$ cat src/rtl/nibble_serial_addsub.sv
// Wide add/subtract unit that runs one operand pair through a 4-bit carry-lookahead slice, one nibble per clock.
// Optional `define ZERO_FLAG_EN adds a registered all-zero result flag output (zero).
module nibble_serial_addsub #(
    parameter int unsigned NIBBLES = 4
) (
    input  logic                   clk,
    input  logic                   rst,
    input  logic                   start,
    input  logic                   mode,
    input  logic [4*NIBBLES-1:0]   a,
    input  logic [4*NIBBLES-1:0]   b,
    output logic                   busy,
    output logic                   done,
    output logic [4*NIBBLES-1:0]   result,
    output logic                   cout,
    output logic                   overflow
`ifdef ZERO_FLAG_EN
    ,output logic                  zero
`endif
);

    localparam int unsigned W  = 4 * NIBBLES;
    localparam int unsigned IW = (NIBBLES > 1) ? $clog2(NIBBLES) : 1;

    typedef enum logic {
        IDLE,
        RUN
    } state_t;

    state_t          state_q, state_d;
    logic [IW-1:0]   idx_q, idx_d;
    logic            carry_q, carry_d;
    logic            mode_q, mode_d;
    logic [W-1:0]    a_q, a_d;
    logic [W-1:0]    b_q, b_d;
    logic [W-1:0]    acc_q, acc_d;
    logic [W-1:0]    result_q, result_d;
    logic            cout_q, cout_d;
    logic            ovf_q, ovf_d;
    logic            done_q, done_d;
    logic            busy_q, busy_d;
`ifdef ZERO_FLAG_EN
    logic            zero_q, zero_d;
`endif

    logic [IW+1:0]   sh;
    logic [3:0]      a_nib, b_nib, p, g, sum;
    logic [4:0]      c;
    logic [W-1:0]    acc_ins;

    // 4-bit carry-lookahead slice on the current nibble; b is inverted and carry seeded with mode for subtract
    always_comb begin
        sh    = {idx_q, 2'b00};
        a_nib = 4'(a_q >> sh);
        b_nib = 4'(b_q >> sh) ^ {4{mode_q}};
        p     = a_nib ^ b_nib;
        g     = a_nib & b_nib;
        c[0]  = carry_q;
        c[1]  = g[0] | (p[0] & c[0]);
        c[2]  = g[1] | (p[1] & g[0]) | (p[1] & p[0] & c[0]);
        c[3]  = g[2] | (p[2] & g[1]) | (p[2] & p[1] & g[0]) | (p[2] & p[1] & p[0] & c[0]);
        c[4]  = g[3] | (p[3] & g[2]) | (p[3] & p[2] & g[1]) | (p[3] & p[2] & p[1] & g[0])
              | (p[3] & p[2] & p[1] & p[0] & c[0]);
        sum   = p ^ c[3:0];
        acc_ins = (acc_q & ~(W'(4'hF) << sh)) | (W'(sum) << sh);
    end

    always_comb begin
        state_d  = state_q;
        idx_d    = idx_q;
        carry_d  = carry_q;
        mode_d   = mode_q;
        a_d      = a_q;
        b_d      = b_q;
        acc_d    = acc_q;
        result_d = result_q;
        cout_d   = cout_q;
        ovf_d    = ovf_q;
        done_d   = 1'b0;
        busy_d   = busy_q;
`ifdef ZERO_FLAG_EN
        zero_d   = zero_q;
`endif
        case (state_q)
            IDLE: begin
                if (start) begin
                    a_d     = a;
                    b_d     = b;
                    mode_d  = mode;
                    carry_d = mode;
                    idx_d   = '0;
                    busy_d  = 1'b1;
                    state_d = RUN;
                end
            end
            RUN: begin
                acc_d   = acc_ins;
                carry_d = c[4];
                idx_d   = idx_q + IW'(1);
                if (idx_q == IW'(NIBBLES - 1)) begin
                    result_d = acc_ins;
                    cout_d   = c[4];
                    ovf_d    = c[3] ^ c[4];
                    done_d   = 1'b1;
                    busy_d   = 1'b0;
                    idx_d    = '0;
                    state_d  = IDLE;
`ifdef ZERO_FLAG_EN
                    zero_d   = (acc_ins == '0);
`endif
                end
            end
            default: state_d = IDLE;
        endcase
    end

    always_ff @(posedge clk) begin
        if (rst) begin
            state_q  <= IDLE;
            idx_q    <= '0;
            carry_q  <= 1'b0;
            mode_q   <= 1'b0;
            a_q      <= '0;
            b_q      <= '0;
            acc_q    <= '0;
            result_q <= '0;
            cout_q   <= 1'b0;
            ovf_q    <= 1'b0;
            done_q   <= 1'b0;
            busy_q   <= 1'b0;
`ifdef ZERO_FLAG_EN
            zero_q   <= 1'b0;
`endif
        end else begin
            state_q  <= state_d;
            idx_q    <= idx_d;
            carry_q  <= carry_d;
            mode_q   <= mode_d;
            a_q      <= a_d;
            b_q      <= b_d;
            acc_q    <= acc_d;
            result_q <= result_d;
            cout_q   <= cout_d;
            ovf_q    <= ovf_d;
            done_q   <= done_d;
            busy_q   <= busy_d;
`ifdef ZERO_FLAG_EN
            zero_q   <= zero_d;
`endif
        end
    end

    assign busy     = busy_q;
    assign done     = done_q;
    assign result   = result_q;
    assign cout     = cout_q;
    assign overflow = ovf_q;
`ifdef ZERO_FLAG_EN
    assign zero     = zero_q;
`endif

endmodule

$ cat config.mk
export PLATFORM = sky130hd
export DESIGN_NAME = nibble_serial_addsub
export DESIGN_NICKNAME = d
export VERILOG_FILES = /design/src/rtl/nibble_serial_addsub.sv
export SDC_FILE = /design/constraint.sdc
export NUM_CORES = 1
export LEC_CHECK = 0
export CORE_UTILIZATION = 50
export DETAILED_ROUTE_END_ITERATION = 8
export DONT_BUFFER_PORTS = 1
export GPL_TIMING_DRIVEN = 0
export RECOVER_POWER = 100
export SLEW_MARGIN = 30
export SYNTH_ARGS = -nofsm -noshare
export SYNTH_HDL_FRONTEND = slang
export SYNTH_SLANG_ARGS = --single-unit
$ cat constraint.sdc
create_clock -name clk -period 3.3 [get_ports clk]
set_input_delay 0.825 -clock clk [delete_from_list [all_inputs] [get_ports clk]]
set_output_delay 0.825 -clock clk [all_outputs]
set_load 0.005 [all_outputs]
==> results.md <==
* WS Path Type: flop to flop
* Share of layout cells above drive strength 1 at 12.33%
* Clock Tree Buf Depth at 2
* Nets at 414
* Setup_tns at 0 ns
* Data required, critical path at 3.56 ns
* Initial antenna violation count at 0
* Clk sink count at 69
* Worst path most repeated cell: buf_6
* Unrepaired setup endpoints after global routing: no
* Syn-to-layout area delta at 8.473%
* Via count at 2522
* Synthesized area per cell at 9.018 um2
* Final hold vios at 0
* Post-CTS sizing at 0
* Switch share at ~28%
* Final Critical Period at 2.989 ns
* Largest net degree at the start of global routing at 13
* Initial Util at 53.12%
* Crit end category: flop
* Antenna Cells at 0
* Max Cap Viol at 0
* Boundary pin count at 56
* Placed cell count at between 400 and 500
* Max Slew Vio Count at 0
* CTS Hold Bufs at 0
* Int Power at 1.357 mW
* Fin Hold WS at 0.4538 ns
* Relative max-transition margin at 59.30%
* Peak supply drop at 304.1 uV
* Reg power frac at 47.3%
* Clk_lat worst skew at 0.35 ns
* Die height at 82.24 um
* R2r setup slk at 0.31 ns
* Die X-Extent at 82.24 um
* Switch Pwr at 0.5256 mW
* Gr ovfl total at 0
* Vias per std cell at 5.629
* Post-synth EDFFs at 0
* Post-route ant nets at 0
* DR pass1 iterations at 4
* CP max FO at 10
* Die area at 6763 um2
* CTS tree: built
* # Post-CTS Setup Buffers at 0
* Worst hold-check path type: flop to flop
* Max frequency at 334.5 MHz
* Clock network power share at 37.2%
* Core footprint at roughly 6000 um2
* Clock Skews at 0.007342 ns
* Global Route Usage Sum at between 20% and 30%
* Fin cells at about 450
* Async SR Flop Fraction at 0%
* Cell variety after synth at 47
* Slowest CP cell: mux4_2
* Syn_nets at between 400 and 500
* H-Tree Depth at 3
* Hpwl dp at 5364 um
* # DRC at 0
* Startpoint types: flop
* I/O Buffers at 0
* Num CTS Buffers at 9
* Worst EP arrival at about 3.3 ns
* Final setup fails at 0
* Pwr/cell area at ~540 nW/um2
* Critical path cell sequence: buf_6, buf_6, clkbuf_1, mux4_2, ha_1, a211oi_1, o21bai_4, xnor2_4, o32ai_1
* Iter 0 DRT Violations at 108
* Status: finished clean
* Combinational Power Share at 15.5%
* Vias in the first global route at 2452
* First-pass GRT wire length at 11920 um
* Root Buffer: clkbuf_8
* Sequential-to-total area share from yosys stat at 42.91%
* Rows at 28
* DRT Wirelength at 7389 um
* Synthesis-stage register bit count at 69
* Mapped cell area at ~3200 um2
* DP Worst Slack at 0.5071 ns
* Avg WL per Cell at 16.49 um
* Synth Flop Type: dfxtp_1
* Final worst path period share at 90.58%
* Warnings, synthesis at 0
* P_leak at 1.321 nW
* Gpl congestion at 0.7768
* Worst Max-Slew Pin Slew at 0.6105 ns
* Post-Syn Instances at around 360
* Clk slew on worst S/H paths at around 0.070 ns
* Max stage delay on crit path at 0.44 ns
* Setup WS post-layout at 0.3107 ns
cell families after synthesis:
| kind of cell | share of synthesized area [%] |
|---|---|
| AOI/OAI and AO/OA | 18.69 |
| adders and majority gates | 4.120 |
| xor gates and xnor gates | 2.487 |
| DFF | 42.91 |
| buffers and inverters | 6.529 |
| muxes | 6.840 |
| and+or+nand+nor | 18.42 |
registers in the layout (all words and copies together) (netlist names):
signal / flops
a_q: 16
b_q: 16
result: 16
acc_q: 12
idx_q: 2
busy: 1
carry_q: 1
cout: 1
done: 1
mode_q: 1
overflow: 1
state_q: 1
layout make-up:
cell class,instances,area (um2)
Sequential cell,69,1381
Tap cell,75,93.84
Clock buffer,11,141.4
Buffer,28,158.9
Fill cell,591,2569
Inverter,11,41.29
Clock inverter,5,60.06
Multi-Input combinational cell,249,1615
final timing paths:
kind                               start  endpoint  cells after the start
worst min-delay path             b_q[11]   b_q[11]                      2
worst max register to register  idx_q[1]  acc_q[7]                      9
worst min register to register   b_q[11]   b_q[11]                      2
worst max-delay path            idx_q[1]  acc_q[7]                      9
through the flow:
stage	utilization (%)	power [mW]	area [um2]
global route	57.62	1.957	3492
detailed placement	54.67	1.208	3313
global placement	54.67	1.204	3313
finish	57.62	1.883	3492
floorplan	-	1.139	3219
CTS	57.99	1.902	3515
cells in the final DEF (no fill, tap or decap), drive strengths merged, types with 4 or more instances in the layout:
cell and instances:
nand2 88, dfxtp 69, a21oi 41, clkbuf 25, nor2 17, o21ai 15
buf 14, inv 10, ha 9, mux4 8, nor2b 8, a211oi 7
xor2 5, a22o 5, mux2i 4, nor4b 4, a22oi 4, clkinv 4
synthesized netlist by cell type, types with 3 or more instances:
cell       n  area, um2
nor2_1    17      63.81
buf_4      3      22.52
a22oi_1    4      30.03
mux4_2     8      180.2
nor2b_1    8      50.05
a21oi_1   40      200.2
a22o_1     5      43.79
nor4b_1    4      35.03
xor2_1     5      43.79
ha_1       9      112.6
nor3_1     3      15.01
a211oi_1   6      45.04
buf_6      5      56.30
nand2_1   88      330.3
nand2b_1   3      18.77
o21ai_1    3      15.01
clkbuf_1   7      26.28
inv_1     10      37.54
nand3_1    3      15.01
mux2i_1    4      40.04
dfxtp_1   69       1381
o21ai_0   11      55.05
buf_2     12      60.06
worst max-delay path, delay by kind of cell (launching register included):
| kind | cells | cell delay [ns] |
|---|---|---|
| multiplexers | 1 | 0.44 |
| XOR/XNOR | 1 | 0.19 |
| adder cells (fa/ha/maj) | 1 | 0.34 |
| flip-flops | 1 | 0.38 |
| AO/OA/AOI/OAI | 3 | 0.83 |
| buffers and inverters | 3 | 0.72 |
per-layer routing:
metal  GRT usage, %  share of wire (%)  vias to the layer above
met5              0                  0                        -
li1               -                  -                     1262
met1          28.32                 44                     1179
met2          42.15                 50                       68
met3          4.725                4.2                       13
met4          11.93                2.1                        0
power by group through the flow:
stage	Combinational, mW	Clock (mW)	Sequential, mW
floorplan	0.236	0	0.904
global placement	0.295	0	0.909
detailed placement	0.298	0	0.910
CTS	0.300	0.712	0.890
global route	0.325	0.737	0.895
finish	0.292	0.701	0.890
(Power assumes the default switching activity.)
